<file path="config.mk">
export PLATFORM = sky130hd
export DESIGN_NAME = binary_mul_acc_uni_flat
export DESIGN_NICKNAME = d
export VERILOG_FILES = /design/src/rtl/binary_mul_pkg.sv /design/src/rtl/binary_mul_acc_uni_if.sv /design/src/rtl/binary_mul_acc_add.sv /design/src/rtl/binary_mul_acc_uni.sv /design/src/flat_wrapper.sv
export SDC_FILE = /design/constraint.sdc
export NUM_CORES = 1
export LEC_CHECK = 0
export CORE_MARGIN = 4
export CORE_UTILIZATION = 54
export CTS_CLUSTER_DIAMETER = 30
export DETAILED_ROUTE_END_ITERATION = 10
export HOLD_SLACK_MARGIN = 0.12
export PLACE_DENSITY = 0.8
export SETUP_SLACK_MARGIN = 0.15
export SYNTH_ARGS = -nofsm -noshare
export SYNTH_HDL_FRONTEND = slang
export SYNTH_SLANG_ARGS = --single-unit
</file>
<file path="constraint.sdc">
create_clock -name clk -period 2.4 [get_ports clk]
set_input_delay 0.36 -clock clk [delete_from_list [all_inputs] [get_ports clk]]
set_output_delay 0.36 -clock clk [all_outputs]
set_load 0.05 [all_outputs]
</file>
<file path="src/rtl/binary_mul_pkg.sv">
// Shared definitions for the 8x8 multiplier accumulation stage.
// Holds the product width, default run length / accumulator width and the
// accumulator FSM state type.
package binary_mul_pkg;

  localparam int unsigned P_W       = 16;
  localparam int unsigned LEN_DEF   = 16;
  localparam int unsigned ACC_W_DEF = 24;

  typedef enum logic [0:0] {
    ACCUM = 1'b0,
    HOLD  = 1'b1
  } state_e;

endpackage

</file>
<file path="src/rtl/binary_mul_acc_uni_if.sv">
// Product-in / result-out handshake bundle for binary_mul_acc_uni.
//   p_valid, P   : product stream from the multiplier
//   p_ready      : stage accepts products (drives the multiplier enable)
//   acc_out      : result, acc_valid / acc_ready handshake
//   ovf          : sticky saturation flag for the presented result
// slave  = accumulator side, master = producer/consumer side.
interface binary_mul_acc_uni_if import binary_mul_pkg::*; #(
  parameter int unsigned ACC_W = ACC_W_DEF
) ();

  logic             p_valid;
  logic [P_W-1:0]   P;
  logic             p_ready;
  logic [ACC_W-1:0] acc_out;
  logic             acc_valid;
  logic             acc_ready;
  logic             ovf;

  modport slave (
    input  p_valid, P, acc_ready,
    output p_ready, acc_out, acc_valid, ovf
  );

  modport master (
    output p_valid, P, acc_ready,
    input  p_ready, acc_out, acc_valid, ovf
  );

endinterface

</file>
<file path="src/rtl/binary_mul_acc_add.sv">
// Accumulator adder: acc + zero-extended product, formed ACC_W+1 bits wide.
// Build option BINARY_MUL_ACC_SAT_EN: when defined, a carry out clamps the
// sum to all-ones and raises clamp; otherwise the sum wraps and clamp is 0.
// Ports: acc (running sum), p (product), sum (next sum), clamp (saturated).
module binary_mul_acc_add import binary_mul_pkg::*; #(
  parameter int unsigned ACC_W = ACC_W_DEF
) (
  input  logic [ACC_W-1:0] acc,
  input  logic [P_W-1:0]   p,
  output logic [ACC_W-1:0] sum,
  output logic             clamp
);

  logic [ACC_W:0] wide;

  assign wide = {1'b0, acc} + (ACC_W+1)'(p);

`ifdef BINARY_MUL_ACC_SAT_EN
  // Once clamped, every further addition carries out again, so it stays all-ones.
  assign clamp = wide[ACC_W];
  assign sum   = wide[ACC_W] ? {ACC_W{1'b1}} : wide[ACC_W-1:0];
`else
  logic carry_unused;

  // Modulo-2^ACC_W accumulation: the carry is dropped.
  assign carry_unused = wide[ACC_W];
  assign clamp        = 1'b0;
  assign sum          = wide[ACC_W-1:0];
`endif

endmodule

</file>
<file path="src/rtl/binary_mul_acc_uni.sv">
// Accumulation stage behind the 8x8 unsigned multiplier: sums LEN accepted
// products into one result presented on a valid/ready handshake.
// Ports: clk, rst_n (async active-low), en (global freeze when low),
//        bus (slave modport: p_valid/P/p_ready in, acc_out/acc_valid/
//        acc_ready/ovf out).
// Parameters: LEN (2..256 products per result), ACC_W (>= 16).
// Build option BINARY_MUL_ACC_SAT_EN selects saturating accumulation
// (applied inside binary_mul_acc_add).
module binary_mul_acc_uni import binary_mul_pkg::*; #(
  parameter int unsigned LEN   = LEN_DEF,
  parameter int unsigned ACC_W = ACC_W_DEF
) (
  input logic                 clk,
  input logic                 rst_n,
  input logic                 en,
  binary_mul_acc_uni_if.slave bus
);

  localparam int unsigned CNT_W = $clog2(LEN);

  state_e           state_q, state_d;
  logic [ACC_W-1:0] acc_q, acc_d;
  logic [CNT_W-1:0] cnt_q, cnt_d;
  logic [ACC_W-1:0] acc_out_q, acc_out_d;
  logic             acc_valid_q, acc_valid_d;
  logic             ovf_q, ovf_d;
  logic             ovf_run_q, ovf_run_d;

  logic [ACC_W-1:0] sum;
  logic             clamp;
  logic             accept;
  logic             last;

  binary_mul_acc_add #(.ACC_W(ACC_W)) u_add (
    .acc   (acc_q),
    .p     (bus.P),
    .sum   (sum),
    .clamp (clamp)
  );

  assign accept = en && bus.p_valid && (state_q == ACCUM);
  assign last   = (cnt_q == CNT_W'(LEN - 1));

  // Next-state and register-input logic.
  always_comb begin
    state_d     = state_q;
    acc_d       = acc_q;
    cnt_d       = cnt_q;
    acc_out_d   = acc_out_q;
    acc_valid_d = acc_valid_q;
    ovf_d       = ovf_q;
    ovf_run_d   = ovf_run_q;

    case (state_q)
      ACCUM: begin
        if (accept) begin
          if (last) begin
            acc_out_d   = sum;
            acc_valid_d = 1'b1;
            ovf_d       = ovf_run_q | clamp;
            acc_d       = '0;
            cnt_d       = '0;
            ovf_run_d   = 1'b0;
            state_d     = HOLD;
          end else begin
            acc_d     = sum;
            cnt_d     = cnt_q + CNT_W'(1);
            ovf_run_d = ovf_run_q | clamp;
          end
        end
      end
      HOLD: begin
        // Products are ignored here; only the result handshake moves state.
        if (en && bus.acc_ready) begin
          acc_valid_d = 1'b0;
          ovf_d       = 1'b0;
          state_d     = ACCUM;
        end
      end
      default: state_d = ACCUM;
    endcase
  end

  // State and output registers.
  always_ff @(posedge clk or negedge rst_n) begin
    if (!rst_n) begin
      state_q     <= ACCUM;
      acc_q       <= '0;
      cnt_q       <= '0;
      acc_out_q   <= '0;
      acc_valid_q <= 1'b0;
      ovf_q       <= 1'b0;
      ovf_run_q   <= 1'b0;
    end else begin
      state_q     <= state_d;
      acc_q       <= acc_d;
      cnt_q       <= cnt_d;
      acc_out_q   <= acc_out_d;
      acc_valid_q <= acc_valid_d;
      ovf_q       <= ovf_d;
      ovf_run_q   <= ovf_run_d;
    end
  end

  // p_ready decodes state only, so it follows reset asynchronously.
  assign bus.p_ready   = (state_q == ACCUM);
  assign bus.acc_out   = acc_out_q;
  assign bus.acc_valid = acc_valid_q;
  assign bus.ovf       = ovf_q;

endmodule

</file>
<file path="src/flat_wrapper.sv">
// flat-port wrapper written by rule: the top's interface ports become plain ports
module binary_mul_acc_uni_flat import binary_mul_pkg::*;
#(
  parameter int unsigned LEN   = LEN_DEF,
  parameter int unsigned ACC_W = ACC_W_DEF
)
  (clk, rst_n, en, bus_p_valid, bus_P, bus_acc_ready, bus_p_ready, bus_acc_out, bus_acc_valid, bus_ovf);
  binary_mul_acc_uni_if #(.ACC_W(ACC_W)) bus_i ();
  input logic clk;
  input logic rst_n;
  input logic en;
  input wire logic [$bits(bus_i.p_valid)-1:0] bus_p_valid;
  input wire logic [$bits(bus_i.P)-1:0] bus_P;
  input wire logic [$bits(bus_i.acc_ready)-1:0] bus_acc_ready;
  output wire logic [$bits(bus_i.p_ready)-1:0] bus_p_ready;
  output wire logic [$bits(bus_i.acc_out)-1:0] bus_acc_out;
  output wire logic [$bits(bus_i.acc_valid)-1:0] bus_acc_valid;
  output wire logic [$bits(bus_i.ovf)-1:0] bus_ovf;
  assign bus_i.p_valid = bus_p_valid;
  assign bus_i.P = bus_P;
  assign bus_i.acc_ready = bus_acc_ready;
  assign bus_p_ready = bus_i.p_ready;
  assign bus_acc_out = bus_i.acc_out;
  assign bus_acc_valid = bus_i.acc_valid;
  assign bus_ovf = bus_i.ovf;
  binary_mul_acc_uni #(.LEN(LEN), .ACC_W(ACC_W)) u_core (.clk(clk), .rst_n(rst_n), .en(en), .bus(bus_i));
endmodule
</file>
# Word level (Yosys, flattened, before mapping)
# Cells that the tools add are included.
# totals
memories	0
ramBits	0
romBits	0
output_inout_bits	27
latchBits	0
reg_bits	55
# op_classes
div_mod_pow	0
addsub	2
reduce_logical	6
eq_ne	4
multipliers	0
n_lt_le_gt_ge	0
shifts	0
bitwise_logic	1
muxes	13
# op_table
op	n
$add A24 B16 Y24	1
$mux W24	1
$mux W1	8
$pmux W1 S2	3
$reduce_and A3 Y1	2
$add A4 B1 Y4 const B	1
$eq A4 B4 Y1 const B	1
$mux W4	1
$ne A2 B1 Y1 const B	2
$logic_and A1 B1 Y1	3
$ne A2 B2 Y1 const B	1
$reduce_and A2 Y1	1
$not A1 Y1	1

# Logic depth before layout (Yosys ltp)
# depth
ltp_word	4
mapped_depth	9

# Modules after synthesis
# Synthesis repeated with hierarchy kept, for this count alone.
# hier_totals
hier_cells	269
hier_area_um2	3085.5
# modules_own_cells
module	instances	cells_per_inst	seq_area_each_um2	area_per_inst_um2
binary_mul_acc_uni	1	139	1401.3	2153.3
binary_mul_acc_add	1	130	0.0	932.1

# Least setup slack after synthesis
# Ideal clock, no wire load.
# synth_timing
path_type	input to register
start	input port bus_P[0]
end	register u_core.acc_out_q[20], in the netlist u_core.bus.acc_out[20]
setup_slack_ns	0.148
cell_stages	9
required_time_ns	2.265
setup_ns	0.135
arrival_ns	2.118
path_cell_list	ha_1 fa_1 a211oi_1 o211a_1 o21ai_1 a21oi_2 nor2_1 xnor2_1 o21ai_0
# synth_between
elab_chain_len	1
# synth_rtl
item	line	source
start, declared	flat_wrapper.sv:13	input wire logic [$bits(bus_i.P)-1:0] bus_P;
$add A24 B16 Y24	binary_mul_acc_add.sv:16	assign wide = {1'b0, acc} + (ACC_W+1)'(p);
end signal, assigned	binary_mul_acc_uni.sv:98	acc_out_q <= acc_out_d;
end, declared	binary_mul_acc_uni.sv:24	logic [ACC_W-1:0] acc_out_q, acc_out_d;
# Every way passes these cells.
# A chain may end at the register's enable or synchronous reset.

# Worst setup path after layout
# layout_timing
start	register u_core.acc_q[0]
end	register u_core.acc_q[14]
# layout_between
elab_chain_len	2
# layout_rtl
item	line	source
start, declared	binary_mul_acc_uni.sv:22	logic [ACC_W-1:0] acc_q, acc_d;
start signal, assigned	binary_mul_acc_uni.sv:88	acc_q <= '0;
start signal, assigned	binary_mul_acc_uni.sv:96	acc_q <= acc_d;
$add A24 B16 Y24	binary_mul_acc_add.sv:16	
$mux W24	binary_mul_acc_uni.sv:57	if (last) begin
# Every way passes these cells.

==> out/metrics.cfg <==
[status]
status=finished, final reports clean

[timing]
fmax_mhz=442
fin_crit_sh_pct=94.3
clock_skew_ns=0.00728
min_period_ns=2.26
slew_violations=0
slew-limit-headroom_pct=65.1
hold_violations=0
setup_viol=0
rsz0062_at_grt=true
whs_ns=0.405
worst_pin_slew_ns=0.521

[floorplan]
die_width_um=82.8
start_util_pct=57.3
dieArea_mm2=0.00685
num_rows=26
dieHeight_um=82.8
core-area_mm2=0.00527
ioPinCount=48

[min_path]
hold_path.class=primary input to flip-flop
whs_path_depth=4

[cells_and_area]
post-route-cell-area_mm2=0.00420
diodes=0
drive_gt1_share_pct=22.1
area_growth_pct=39.2
nNetsFinal=454
final-instance-count-excl-fill=486

[global_routing]
grt_pass1_vias=2737
met3_usage_pct=3.36
grt_max_degree=28
track_usage_pct=23.3
grt_pass1_wl_um=12300
overflow=0
met2_usage_pct=40.9
antenna_found_initial=0
use_met1_pct=29.4
busiest_layer=met2

[pwr]
combinationalPowerShare_pct=61.7
powerDensity_mw_per_mm2=1220
p_switching_mw=2.24
seqPwrFrac_pct=28.1
vdd_drop_max_mv=0.826
power.share.clock_pct=10.1
p_leak_nw=1.95
p_sw_share_pct=43.9
power_mw=5.11
p_int_mw=2.87

[clock_network]
clk_path_buf_depth=2
root_buffer=clkbuf_8
numCtsBuffers=5
clk-insertion-delay-late_ns=0.32
cts.sinks=54
clk_pin_slew_ns=0.10
cts_tree=yes
h-tree-depth=2

[synthesis]
yosysUniqueCellTypes=43
ys_seq_area_share_pct=44.8
synth_cells=321
synth_top_area_share_pct=44.8
ys.flop_type=dfrtp_1
syn_area_per_cell_um2=9.40
synth-seq-cells=54
synth_edf_count=0
synth_top_area_cell=dfrtp_1
yosys-top-cells-area=dfrtp_1, nand2_1, ha_1
ys_warn_count=0
syn-cell-area_mm2=0.00302
async_reset_ff_share_pct=100
synthTopCellsByCount=nand2_1, dfrtp_1, o21ai_0
yosysMostFrequentCell=nand2_1
synth_nets=360

[worst_setup_path]
critPathKind=flip-flop to flip-flop
worst-endpoint-arrival_ns=2.45
reg2reg_depth=9
cp.required_ns=2.59
crit_fanout=2
r2r_setup_slack_ns=0.14
end_kind=flip-flop
start_kind=flip-flop

[job]
cap_violations=0

[detailed_routing]
dr.pass1.iters=4
routedWlPerCell_um=15.4
wirelength_um=7460
drt_iter0_markers=214
drc=0
via_per_inst=5.64
postRouteAntennaNets=0
dr_total_vias=2742

[placed_design]
dpl_cell_area_mm2=0.00387
gp_congestion=0.836
numPortBuffers=46
dp_hpwl_um=5180
post-place-cells=473

[metrics by stage]
stage / worst slack, ns / TNS, ns / util, %
floorplan: 0.178 / 0 / -
global placement: -0.335 / -5.64 / 73.4
detailed placement: -0.373 / -6.48 / 73.4
CTS: 0.133 / 0 / 75.9
global route: -0.0580 / -0.106 / 79.7
finish: 0.137 / 0 / 79.7
[placed cells by master (no fill, tap or decap), types with 3 or more instances in the layout]
master	instances
o21ai_1	15
clkbuf_8	5
inv_1	3
o21a_1	3
a21oi_2	6
dfrtp_1	54
a21o_1	9
ha_4	5
nand4_1	3
clkdlybuf4s50_1	41
and3_1	4
buf_4	45
nand3_1	6
buf_6	4
dlymetal6s2s_1	4
a22o_1	11
xor2_1	6
o31ai_1	4
nor4_1	3
a21oi_1	12
mux2_2	3
nor2_1	12
ha_1	10
o21ai_0	19
nand2_1	72
xnor2_1	13
[flip-flops by register name (all words and copies together) (netlist names)]
signal,count
u_core.state_q,1
u_core.acc_q,24
u_core.bus.acc_out,24
u_core.bus.acc_valid,1
u_core.cnt_q,4
[final timing paths]
| path | from | end |
|---|---|---|
| worst min register to register | u_core.state_q | u_core.state_q |
| worst max-delay path | u_core.acc_q[0] | u_core.acc_q[14] |
| worst min-delay path | bus_P[0] | u_core.bus.acc_out[0] |
| min in group asynchronous | rst_n | u_core.bus.acc_out[15] |
| max in group asynchronous | rst_n | u_core.acc_q[23] |
| worst max register to register | u_core.acc_q[0] | u_core.acc_q[14] |
[kinds of logic (layout without fill, tap and decap cells)]
group	after synthesis	count (layout)	share of synthesized area (%)
simple gates	111	111	16.0
compound gates	100	100	22.2
flops	54	54	44.8
xor+xnor	22	22	6.38
fa+ha+maj	18	18	7.71
buf+inv	12	107	1.62
mux	3	3	1.12
other cells	1	1	0.124
[repair_timing]
| action | in CTS | in global routing |
|---|---|---|
| hold buffers | 1 | 0 |
| resized for setup | 7 | 39 |
| setup buffers | 0 | 4 |
| endpoints found under the hold margin | 11 | 0 |
| setup endpoints to repair | 19 | 26 |
| pin swaps | 7 | 23 |
[layer usage]
layer | up-vias | wire length, um
met5 | - | 0
met4 | 0 | 154
met3 | 17 | 382
met2 | 86 | 3710
met1 | 1305 | 3220
li1 | 1334 | -
[final cells by class]
cell class              instances  area (um2)
clock buffers                   6        72.6
clock inverters                 2        13.8
fillers                       354        1070
inverters                       3        11.3
multi-input cells             255        1810
flip-flops and latches         54        1350
well taps                      70        87.6
repair buffers                 96         858
[power by group through the flow]
stage               Sequential [mW]  Combinational [mW]  Clock [mW]
finish                         1.44                3.16       0.518
global route                   1.48                3.44       0.566
CTS                            1.42                2.86       0.522
detailed placement             1.43                2.77           0
global placement               1.42                2.71           0
floorplan                      1.77                1.43           0
[worst max-delay path, stage by stage, from the launching register on]
cell and delay [ns]:
dfrtp_1 0.39, ha_2 0.20, fa_2 0.37, a211oi_2 0.25
o211a_1 0.22, nor2_1 0.07, a41oi_2 0.19, o21a_1 0.19
xor2_2 0.16, o31ai_1 0.08
No activity file was read; power rests on OpenSTA's default activity.
